## src/rtl/mouse_receiver_if.sv

```systemverilog
// Receiver-control port between the PS/2 receive stage and the mouse master FSM.
// The master grants reception; the receiver returns one strobed byte and error code per frame.
interface mouse_receiver_if;
  logic       READ_ENABLE;
  logic [7:0] BYTE_READ;
  logic [1:0] BYTE_ERROR_CODE;
  logic       BYTE_READY;

  modport master (
    output READ_ENABLE,
    input  BYTE_READ,
    input  BYTE_ERROR_CODE,
    input  BYTE_READY
  );

  modport slave (
    input  READ_ENABLE,
    output BYTE_READ,
    output BYTE_ERROR_CODE,
    output BYTE_READY
  );
endinterface

```

## src/rtl/mouse_receiver.sv

```systemverilog
// PS/2 receive stage: synchronises the pad clock/data and deserialises 11-bit frames.
// Each frame yields a byte, a {stop_err, parity_err} code and a one-cycle ready strobe.
module mouse_receiver #(
  parameter int TIMEOUT = 50000
) (
  input  logic             CLK,
  input  logic             RESET,
  input  logic             CLK_MOUSE_IN,
  input  logic             DATA_MOUSE_IN,
  mouse_receiver_if.slave  rx
);

  localparam int CW = $clog2(TIMEOUT + 1);

  typedef enum logic [2:0] {
    S_IDLE,
    S_DATA,
    S_PARITY,
    S_STOP,
    S_DONE
  } state_t;

  state_t        state_q, state_d;
  logic          clk_meta_q, clk_sync_q, clk_prev_q;
  logic          data_meta_q, data_sync_q;
  logic [2:0]    bit_cnt_q, bit_cnt_d;
  logic [7:0]    shift_q, shift_d;
  logic          parity_q, parity_d;
  logic [CW-1:0] timer_q, timer_d;
  logic [7:0]    byte_q, byte_d;
  logic [1:0]    err_q, err_d;
  logic          ready_q, ready_d;

  logic fe;
  logic timeout_hit;

  assign fe          = clk_prev_q & ~clk_sync_q;
  assign timeout_hit = (timer_q == CW'(TIMEOUT - 1));

  always_ff @(posedge CLK or posedge RESET) begin
    if (RESET) begin
      state_q     <= S_IDLE;
      clk_meta_q  <= 1'b0;
      clk_sync_q  <= 1'b0;
      clk_prev_q  <= 1'b0;
      data_meta_q <= 1'b0;
      data_sync_q <= 1'b0;
      bit_cnt_q   <= '0;
      shift_q     <= '0;
      parity_q    <= 1'b0;
      timer_q     <= '0;
      byte_q      <= '0;
      err_q       <= '0;
      ready_q     <= 1'b0;
    end else begin
      state_q     <= state_d;
      clk_meta_q  <= CLK_MOUSE_IN;
      clk_sync_q  <= clk_meta_q;
      clk_prev_q  <= clk_sync_q;
      data_meta_q <= DATA_MOUSE_IN;
      data_sync_q <= data_meta_q;
      bit_cnt_q   <= bit_cnt_d;
      shift_q     <= shift_d;
      parity_q    <= parity_d;
      timer_q     <= timer_d;
      byte_q      <= byte_d;
      err_q       <= err_d;
      ready_q     <= ready_d;
    end
  end

  // Outputs are loaded on the stop-bit edge so they are already registered during DONE.
  always_comb begin
    state_d   = state_q;
    bit_cnt_d = bit_cnt_q;
    shift_d   = shift_q;
    parity_d  = parity_q;
    timer_d   = fe ? '0 : timer_q + CW'(1);
    byte_d    = byte_q;
    err_d     = err_q;
    ready_d   = 1'b0;

    case (state_q)
      S_IDLE: begin
        timer_d = '0;
        if (fe && rx.READ_ENABLE && !data_sync_q) begin
          state_d   = S_DATA;
          bit_cnt_d = '0;
        end
      end
      S_DATA: begin
        if (fe) begin
          shift_d[bit_cnt_q] = data_sync_q;
          bit_cnt_d          = bit_cnt_q + 3'd1;
          if (bit_cnt_q == 3'd7) begin
            state_d = S_PARITY;
          end
        end else if (timeout_hit) begin
          state_d = S_IDLE;
        end
      end
      S_PARITY: begin
        if (fe) begin
          parity_d = data_sync_q;
          state_d  = S_STOP;
        end else if (timeout_hit) begin
          state_d = S_IDLE;
        end
      end
      S_STOP: begin
        if (fe) begin
          state_d = S_DONE;
          byte_d  = shift_q;
          err_d   = {~data_sync_q, ~(^shift_q ^ parity_q)};
          ready_d = 1'b1;
        end else if (timeout_hit) begin
          state_d = S_IDLE;
        end
      end
      S_DONE: begin
        state_d = S_IDLE;
      end
      default: begin
        state_d = S_IDLE;
      end
    endcase
  end

  assign rx.BYTE_READ       = byte_q;
  assign rx.BYTE_ERROR_CODE = err_q;
  assign rx.BYTE_READY      = ready_q;

endmodule

```

## src/flat_wrapper.sv

```systemverilog
// flat-port wrapper written by rule: the top's interface ports become plain ports
module mouse_receiver_flat 
#(
  parameter int TIMEOUT = 50000
)
  (CLK, RESET, CLK_MOUSE_IN, DATA_MOUSE_IN, rx_READ_ENABLE, rx_BYTE_READ, rx_BYTE_ERROR_CODE, rx_BYTE_READY);
  mouse_receiver_if rx_i ();
  input  logic CLK;
  input  logic RESET;
  input  logic CLK_MOUSE_IN;
  input  logic DATA_MOUSE_IN;
  input wire logic [$bits(rx_i.READ_ENABLE)-1:0] rx_READ_ENABLE;
  output wire logic [$bits(rx_i.BYTE_READ)-1:0] rx_BYTE_READ;
  output wire logic [$bits(rx_i.BYTE_ERROR_CODE)-1:0] rx_BYTE_ERROR_CODE;
  output wire logic [$bits(rx_i.BYTE_READY)-1:0] rx_BYTE_READY;
  assign rx_i.READ_ENABLE = rx_READ_ENABLE;
  assign rx_BYTE_READ = rx_i.BYTE_READ;
  assign rx_BYTE_ERROR_CODE = rx_i.BYTE_ERROR_CODE;
  assign rx_BYTE_READY = rx_i.BYTE_READY;
  mouse_receiver #(.TIMEOUT(TIMEOUT)) u_core (.CLK(CLK), .RESET(RESET), .CLK_MOUSE_IN(CLK_MOUSE_IN), .DATA_MOUSE_IN(DATA_MOUSE_IN), .rx(rx_i));
endmodule
```

## config.mk

```make
export PLATFORM = sky130hd
export DESIGN_NAME = mouse_receiver_flat
export DESIGN_NICKNAME = d
export VERILOG_FILES = /design/src/rtl/mouse_receiver_if.sv /design/src/rtl/mouse_receiver.sv /design/src/flat_wrapper.sv
export SDC_FILE = /design/constraint.sdc
export NUM_CORES = 1
export LEC_CHECK = 0
export ABC_AREA = 1
export BUFFER_PORTS_ARGS = -buffer_cell sky130_fd_sc_hd__buf_2
export CAP_MARGIN = 20
export CORE_MARGIN = 3
export CORE_UTILIZATION = 45
export DETAILED_ROUTE_END_ITERATION = 6
export HOLD_SLACK_MARGIN = 0.08
export PLACE_DENSITY = 0.61
export SLEW_MARGIN = 10
export SYNTH_ARGS = -nofsm -noshare
export SYNTH_HDL_FRONTEND = slang
export SYNTH_SLANG_ARGS = --single-unit
```

## constraint.sdc

```tcl
create_clock -name CLK -period 2.6 [get_ports CLK]
set_clock_uncertainty 0.1 [all_clocks]
set_input_delay 0.26 -clock CLK [delete_from_list [all_inputs] [get_ports CLK]]
set_output_delay 0.26 -clock CLK [all_outputs]
set_load 0.01 [all_outputs]
```

==> summary by stage, run 1 <==
Yosys
Of the post-synthesis cell area, the part taken by muxes is 0. The cell type with the highest aggregate area in the netlist is dfrtp_1. The compound-gate portion of the synthesized area was 0.09591. Of the total synthesized cell area, the portion taken by XOR and XNOR cells is 0.003815. The flip-flop and latch count after synthesis is 47.

The adder and majority cell fraction of the synthesized area is 0.01635. Yosys attributes the largest share of cell area to dfrtp_1 (51%), nand2_1 (12%), nor2_1 (5.2%), inv_1 (5.1%), nand3_1 (4.1%). The synthesized area is approximately 2300 um2. The combinational family with the most area after synthesis is simple AND/OR/NAND/NOR gates. The number of enable flip-flop cells after synthesis is 0. Of all flip-flops after synthesis, the portion carrying an async set or reset was 1.000. The share of the Yosys chip area taken by registers is 0.5123. Counting every instance in the synthesized netlist gives between 200 and 300. The number of synthesis warnings is 0. After synthesis, the netlist uses 29 different library cells. Counting every net in the synthesized netlist gives 283. Of the total synthesized cell area, the portion taken by AND, OR, NAND and NOR gates is 0.3019. The share of synthesized area in the top cell type comes to 0.5123. Averaged over all synthesized cells, the footprint is approximately 8.3 um2. The flip-flop cell with the highest count after synthesis is dfrtp_1.

Route
The number of nets with antenna violations after detailed routing is 0. After detailed routing, the number of remaining DRC violations is 0. The average wire length per cell after detail routing is roughly 11 um.

Summed over all layers, the routed wires come to ~4.2 mm. The via count normalized by instance count is between 4 and 5. Before antenna repair, the detailed router went through 4 iterations.

The total via count in the routed design is between 1500 and 2000. The number of DRC violations after detailed-routing iteration 0 is between 100 and 150.

Timing
The max-slew violation count is 0. In this run the tightest slew margin relative to its limit is 0.4946. The total negative slack is 0 ps. Of the available clock period, the critical path in the final layout requires 0.6837. The number of setup violations in the final report is 0. The final-report hold violation count is 0.

The final period demand of the worst path is between 1500 and 2000 ps. The least setup slack across all paths after layout is 822.5 ps. Setup repair after global routing left no endpoint under its margin. At the pin with the least slew margin, the transition time is ~760 ps. Derived from the worst setup path, the maximum achievable clock frequency is between 0.5 and 0.6 GHz.

Finish
The number of nets in the finished design is 307. The share of final-layout standard cells stronger than drive strength 1 is 0.1567. The most frequent standard cell in the layout excluding fill and tap cells is nand2_1.

The area added between synthesis and finish is 13.35%. The library cells used most frequently in the layout, excluding fill and tap cells, are nand2_1 (74), dfrtp_1 (47), nor2_1 (32), inv_1 (30), nand3_1 (19). The antenna diode count is 0.

After the flow finishes, the layout carries non-filler instances totaling approximately 370.

Power and ir drop
The leakage power is approximately 1.2 nW. The worst supply voltage drop on vdd is roughly 0.37 mV. The ratio of total power to cell area is 795.8 nW/um2.

Clock network
The H-tree depth is 2. The clock-pin slew on the worst setup and hold paths is 80 ps. The clock drives between 40 and 50 sinks. The cell chosen for the clock root is clkbuf_8. The maximum count of clock buffers along a single path is 2. The TritonCTS clock tree is done. For the worst-skew pair, the clock arrives at the later sink with an insertion delay of about 300 ps.

The number of buffers added by the clock tree synthesis step is 5.

Placed design
The estimated wirelength of the detail-placed design is ~3.1 mm. The global placement routability congestion is approximately 0.79. Timing analysis after detailed placement gives a worst setup slack of approximately 850 ps. Once placement completed, the tool counted placed cells totaling around 360. Input and output buffers added on the ports amount to 15.

Setup path
Counting cells, the worst reg-to-reg path comes to 4. The critical-path maximum fanout is 12. The critical path is of the reg2reg type. The critical path data arrival time is roughly 1900 ps. The critical path startpoint category is a flop. The worst path required time is between 2000 and 3000 ps. The worst register-to-register path has a setup slack of just over 800 ps.

The launch instance of the worst register-to-register path is u_core.state_q[1]. The endpoint kind of the worst setup timing path is a flop. The worst register-to-register path ends at u_core.timer_q[2].

Global route
The via count of the first global-routing pass is 1680. The global-route wire length before repair is around 7.6 mm. The aggregate global-route resource usage is 0.1571. The largest net degree at the start of global routing is 29. The number of antenna violations at the first check in global routing is 0. The total overflow left after global routing is 0.

Outcome
The run finished with clean final reports.

Die
The die footprint is 5995 um2. The initial utilization of the core area, before any placement, comes to 0.4766. The height of the die is a little under 80 um. The placeable core region is between 4000 and 5000 um2.

For this design the top-level I/O count stands at 16. The placement row count is 25. The die boundary width is roughly 77 um.

Worst hold path
Along the worst hold path, the cell count comes to 0. The min-delay analysis places its worst path in the category reg2reg. The hold path startpoint is u_core.clk_meta_q. The path with the worst hold slack has its endpoint at u_core.clk_sync_q.

Flow run
Across the run, the number of max-cap violations was 0.
## stage by stage
step                      utilization  hold WS, ps  cell area (um2)  total power (W)
final                          0.5403        252.1             2603         0.002071
after global placement         0.5065        180.2             2440         0.001451
after floorplan                     -        191.4             2296         0.001352
after detailed placement       0.5065        181.9             2440         0.001467
after global routing           0.5403        262.1             2603         0.002227
after CTS                      0.5403        257.3             2603         0.002103
## Yosys cell counts, types with 3 or more instances
master	number
nand3_1	19
nor2_2	3
nand4_1	6
ha_1	3
nor3_1	5
o21ai_1	4
nor2_1	32
inv_1	31
dfrtp_1	47
a21oi_1	11
o21ai_0	12
nand2_1	74
o21ai_2	8
## worst max path at each step
| stage | cells after the start | start | to |
|---|---|---|---|
| 6_report | 4 | u_core.state_q[1] | u_core.timer_q[2] |
| 5_1_grt | 4 | u_core.state_q[1] | u_core.timer_q[7] |
| 4_1_cts | 4 | u_core.state_q[1] | u_core.timer_q[7] |
| 3_5_place_dp | 4 | u_core.state_q[1] | u_core.timer_q[7] |
| 3_3_place_gp | 4 | u_core.state_q[1] | u_core.timer_q[2] |
| 2_1_floorplan | 1 | RESET | u_core.bit_cnt_q[0] |
## layer usage
layer	vias up	GRT usage	part of all wire
met5	-	0	0
met4	0	0.04626	0.011
met3	5	0.03944	0.034
met2	24	0.2323	0.41
met1	799	0.2275	0.54
li1	929	-	-
## worst max-delay path, cell delays in order, from the launching register on
cell	delay, ps
dfrtp_1	470
nor3_2	120
nor2_1	590
inv_1	190
nor3b_1	230
## repair_timing
action | CTS | global route
resized for setup | 0 | 0
setup buffers | 0 | 0
endpoints found under the hold margin | 21 | 0
hold buffers | 3 | 0
## registers in the layout, indices dropped and copies added, names as in the netlist
signal	flops
u_core.timer_q	16
u_core.rx.BYTE_READ	8
u_core.shift_q	8
u_core.bit_cnt_q	3
u_core.state_q	3
u_core.rx.BYTE_ERROR_CODE	2
u_core.clk_meta_q	1
u_core.clk_prev_q	1
u_core.clk_sync_q	1
u_core.data_meta_q	1
u_core.data_sync_q	1
u_core.parity_q	1
u_core.rx.BYTE_READY	1
## power breakdown
| part | switching, W | internal (W) |
|---|---|---|
| Sequential | 0.0000825 | 0.000829 |
| Clock | 0.000241 | 0.000384 |
| Combinational | 0.000346 | 0.000187 |
| Total | 0.000670 | 0.00140 |
## layout make-up
cell class	count	area (um2)
clock inverters	2	60.06
multi-input cells	191	959.7
flip-flops and latches	47	1176
repair buffers	19	112.6
inverters	35	137.6
clock buffers	6	72.57
fillers	480	2215
well taps	67	83.83
## kinds of logic (layout without fill, tap and decap cells)
group / count (synthesis) / in the layout
AO/OA/AOI/OAI: 37 / 37
XOR/XNOR: 1 / 1
adder cells (fa/ha/maj): 3 / 3
buffers and inverters: 37 / 62
flip-flops: 47 / 47
AND/OR/NAND/NOR: 150 / 150
(Power assumes the default switching activity.)
==> run 2: changes to the inputs <==
- PLACE_DENSITY: 0.61 -> 0.64
- clock period: 2.6 -> 1.6 ns (I/O delays scaled with it)
==> summary by stage, run 2 (same netlist as run 1, synthesis figures left out) <==
Outcome
The run finished with clean final reports.

Global route
The aggregate global-route resource usage is 0.1610. The first global-routing pass estimated ~7.6 mm of wire. The total overflow left after global routing is 0. The largest net degree at the start of global routing is 48. The via count of the first global-routing pass was ~1700.

The number of antenna violations at the first check in global routing is 0.

Finish
The flip-flop count of the largest register, all copies and words added is 16. The library cells used most frequently in the layout, excluding fill and tap cells, are nand2_1 (74), dfrtp_1 (47), nor2_1 (32), inv_1 (30), nand3_1 (18). The area growth from synthesis to layout is 15.10%.

The number of fillers in the final layout is about 460. More flip-flops sit in one register than any other, and that register is u_core.timer_q. The number of nets in the finished design is 316. The most frequent standard cell in the layout excluding fill and tap cells is nand2_1. Of the cells placed in the final design, the portion with a size suffix greater than 1 is 0.1851. The post-route core utilization is 0.5486.

0 antenna diodes ended up in the layout.

Setup path
Setup slack on the worst reg-to-reg path comes out at between 100 and 150 ps. The critical-path maximum fanout is 4. The critical path startpoint category is a flop. The launch instance of the worst register-to-register path is u_core.timer_q[0]. The slowest stage cell on the critical path is dfrtp_1.

The launch point of the critical path is u_core.timer_q[0]. The number of cells on the worst reg-to-reg path is 6. Data on the critical path arrives at its endpoint at approximately 1600 ps. The critical path is of the reg2reg type. For the worst setup path, the data required time is roughly 1700 ps. The cell family contributing the most delay on the critical path is simple AND/OR/NAND/NOR gates. Counting both buffers and inverters, the worst setup path holds a total of 0.

The critical path goes through ha_1, nand2_1, nor3_4, nand3_2, o21ai_0, nor2_1. In this design, the stage delay of the slowest critical-path cell is ~370 ps. The endpoint kind of the worst setup timing path is a flop. The endpoint identified for the worst register-to-register timing path is u_core.timer_q[14].

Clock network
The clock sink count is 47. The number of setup buffers added after CTS is 0. The maximum count of clock buffers along a single path is 2. CTS placed an instance of clkbuf_8 at the clock tree root. In this run, CTS created clock tree buffers numbering 5. CTS built an H-tree with a depth of 2. TritonCTS built the clock tree.

The later pin in the worst-skew pair is clocked with a latency of around 300 ps. The clock-pin slew on the worst setup and hold paths is approximately 80 ps.

Power and ir drop
The worst supply voltage drop on vdd is 0.7062 mV. The leakage power is 1.243 nW. The ratio of total power to cell area is around 1200 nW/um2.

The overall power consumption is ~0.0032 W.

Timing
Setup violations remaining at the end of the flow were counted as 0. The least setup slack across all paths after layout is roughly 110 ps. The maximum frequency from static timing analysis is slightly below 0.7 GHz. The post-route clock period utilization is 0.9288. In this run the tightest slew margin relative to its limit is 0.7518. Setup repair after global routing left no endpoint under its margin. Subtracting the final worst setup slack from the clock period gives 1486 ps. The max-slew violation count is 0. For the final routed database, the setup TNS stands at 0 ps. The final-report hold violation count came to 0. At the pin with the least slew margin, the transition time is 371.0 ps.

Route
Detailed routing inserted a total of 1775 vias. The number of search-and-repair iterations in the first detailed-routing pass is 5. The number of DRC violations after detailed-routing iteration 0 is around 120. In this run the remaining antenna-violating nets after routing total 0.

The post-detailed-route DRC marker count is 0. Dividing the detail-routed wire length by the instance count gives 11.48 um. The detailed-route wire length is 4.304 mm. Dividing the detail-routed via count by the number of cells gives around 4.7.

Placed design
The global placement routability congestion is ~0.84. The number of buffer cells added on primary ports is 15. The estimated wirelength of the detail-placed design is ~3.2 mm.

OpenSTA, run right after detailed placement, puts the worst setup slack at 107.1 ps.

Worst hold path
Counting instances, the worst hold path has a depth of 5. In this run the most critical hold path is launched from rx_READ_ENABLE. The type of the most critical hold path is in2reg. The worst hold path terminates at u_core.state_q[1].

Die
The starting utilization of the core area is 0.4766. During I/O placement, the number of pins put on the boundary was 16. The placement row count is 25. The core region is about 4800 um2.

The height of the die is ~77 um. In this run the horizontal extent of the chip is between 70 and 80 um. The die footprint is around 6000 um2.

Flow run
The number of max-capacitance violations reported is 0.
## run 2: cell count changes in the layout (fill, tap and decap cells not counted)
cell       previous run  this run
bufinv_16             2         0
clkinv_2              1         2
nand3_1              19        18
nand3_2               1         2
buf_12                0         1
buf_4                 1         9
clkbuf_1              1         0
clkbuf_8              5         6
## run 2: power breakdown
| part | total (W) | internal, W | switching, W |
|---|---|---|---|
| combinational | 0.000975 | 0.000366 | 0.000610 |
| clock | 0.000719 | 0.000339 | 0.000380 |
| sequential | 0.00146 | 0.00135 | 0.000116 |
## run 2: timing repair
action                                  4_1_cts  5_1_grt
endpoints found under the setup margin        0        2
hold buffers                                  3        0
resized for setup                             0        1
hold endpoints to repair                     49        0
## run 2: how the worst max path moves through the flow
| stage | endpoint | slack [ps] | depth (start not counted) |
|---|---|---|---|
| 3_5_place_dp | u_core.timer_q[14] | 110 | 6 |
| 5_1_grt | u_core.shift_q[3] | 3 | 6 |
| 4_1_cts | u_core.timer_q[14] | 80 | 6 |
| 3_3_place_gp | u_core.timer_q[14] | 130 | 6 |
| 2_1_floorplan | u_core.timer_q[14] | 190 | 6 |
| 6_report | u_core.timer_q[14] | 110 | 6 |
## run 2: layout make-up
type	count	area (um2)	share of cell area
tap	67	83.83	0.03172
timing repair buffer	28	192.7	0.07292
sequential	47	1176	0.4451
clock inverter	1	5.005	0.001894
inverter	35	137.6	0.05208
clock buffer	6	82.58	0.03125
multi-input combinational	191	964.7	0.3651
## run 2: layer usage
metal  vias up  GRT usage  share of wire
met5         -          0              0
met4         0    0.06762          0.017
met3         5    0.03828          0.036
met2        25     0.2332           0.44
met1       798     0.2306           0.51
li1        947          -              -
## run 2: tightest hold or removal path: stages
cell     delay (ps)
buf_2           100
nand3_1          70
nand2_1          90
nand3_1         100
nor2_1           50
## run 2: per-stage QoR
| stage | instance area, um2 | instances | hold WS [ps] |
|---|---|---|---|
| after floorplan | 2296 | 275 | 91.43 |
| after global placement | 2520 | 365 | 116.3 |
| after detailed placement | 2520 | 365 | 118.9 |
| after CTS | 2638 | 375 | 201.3 |
| after global routing | 2643 | 375 | 244.3 |
| final | 2643 | 375 | 200.5 |
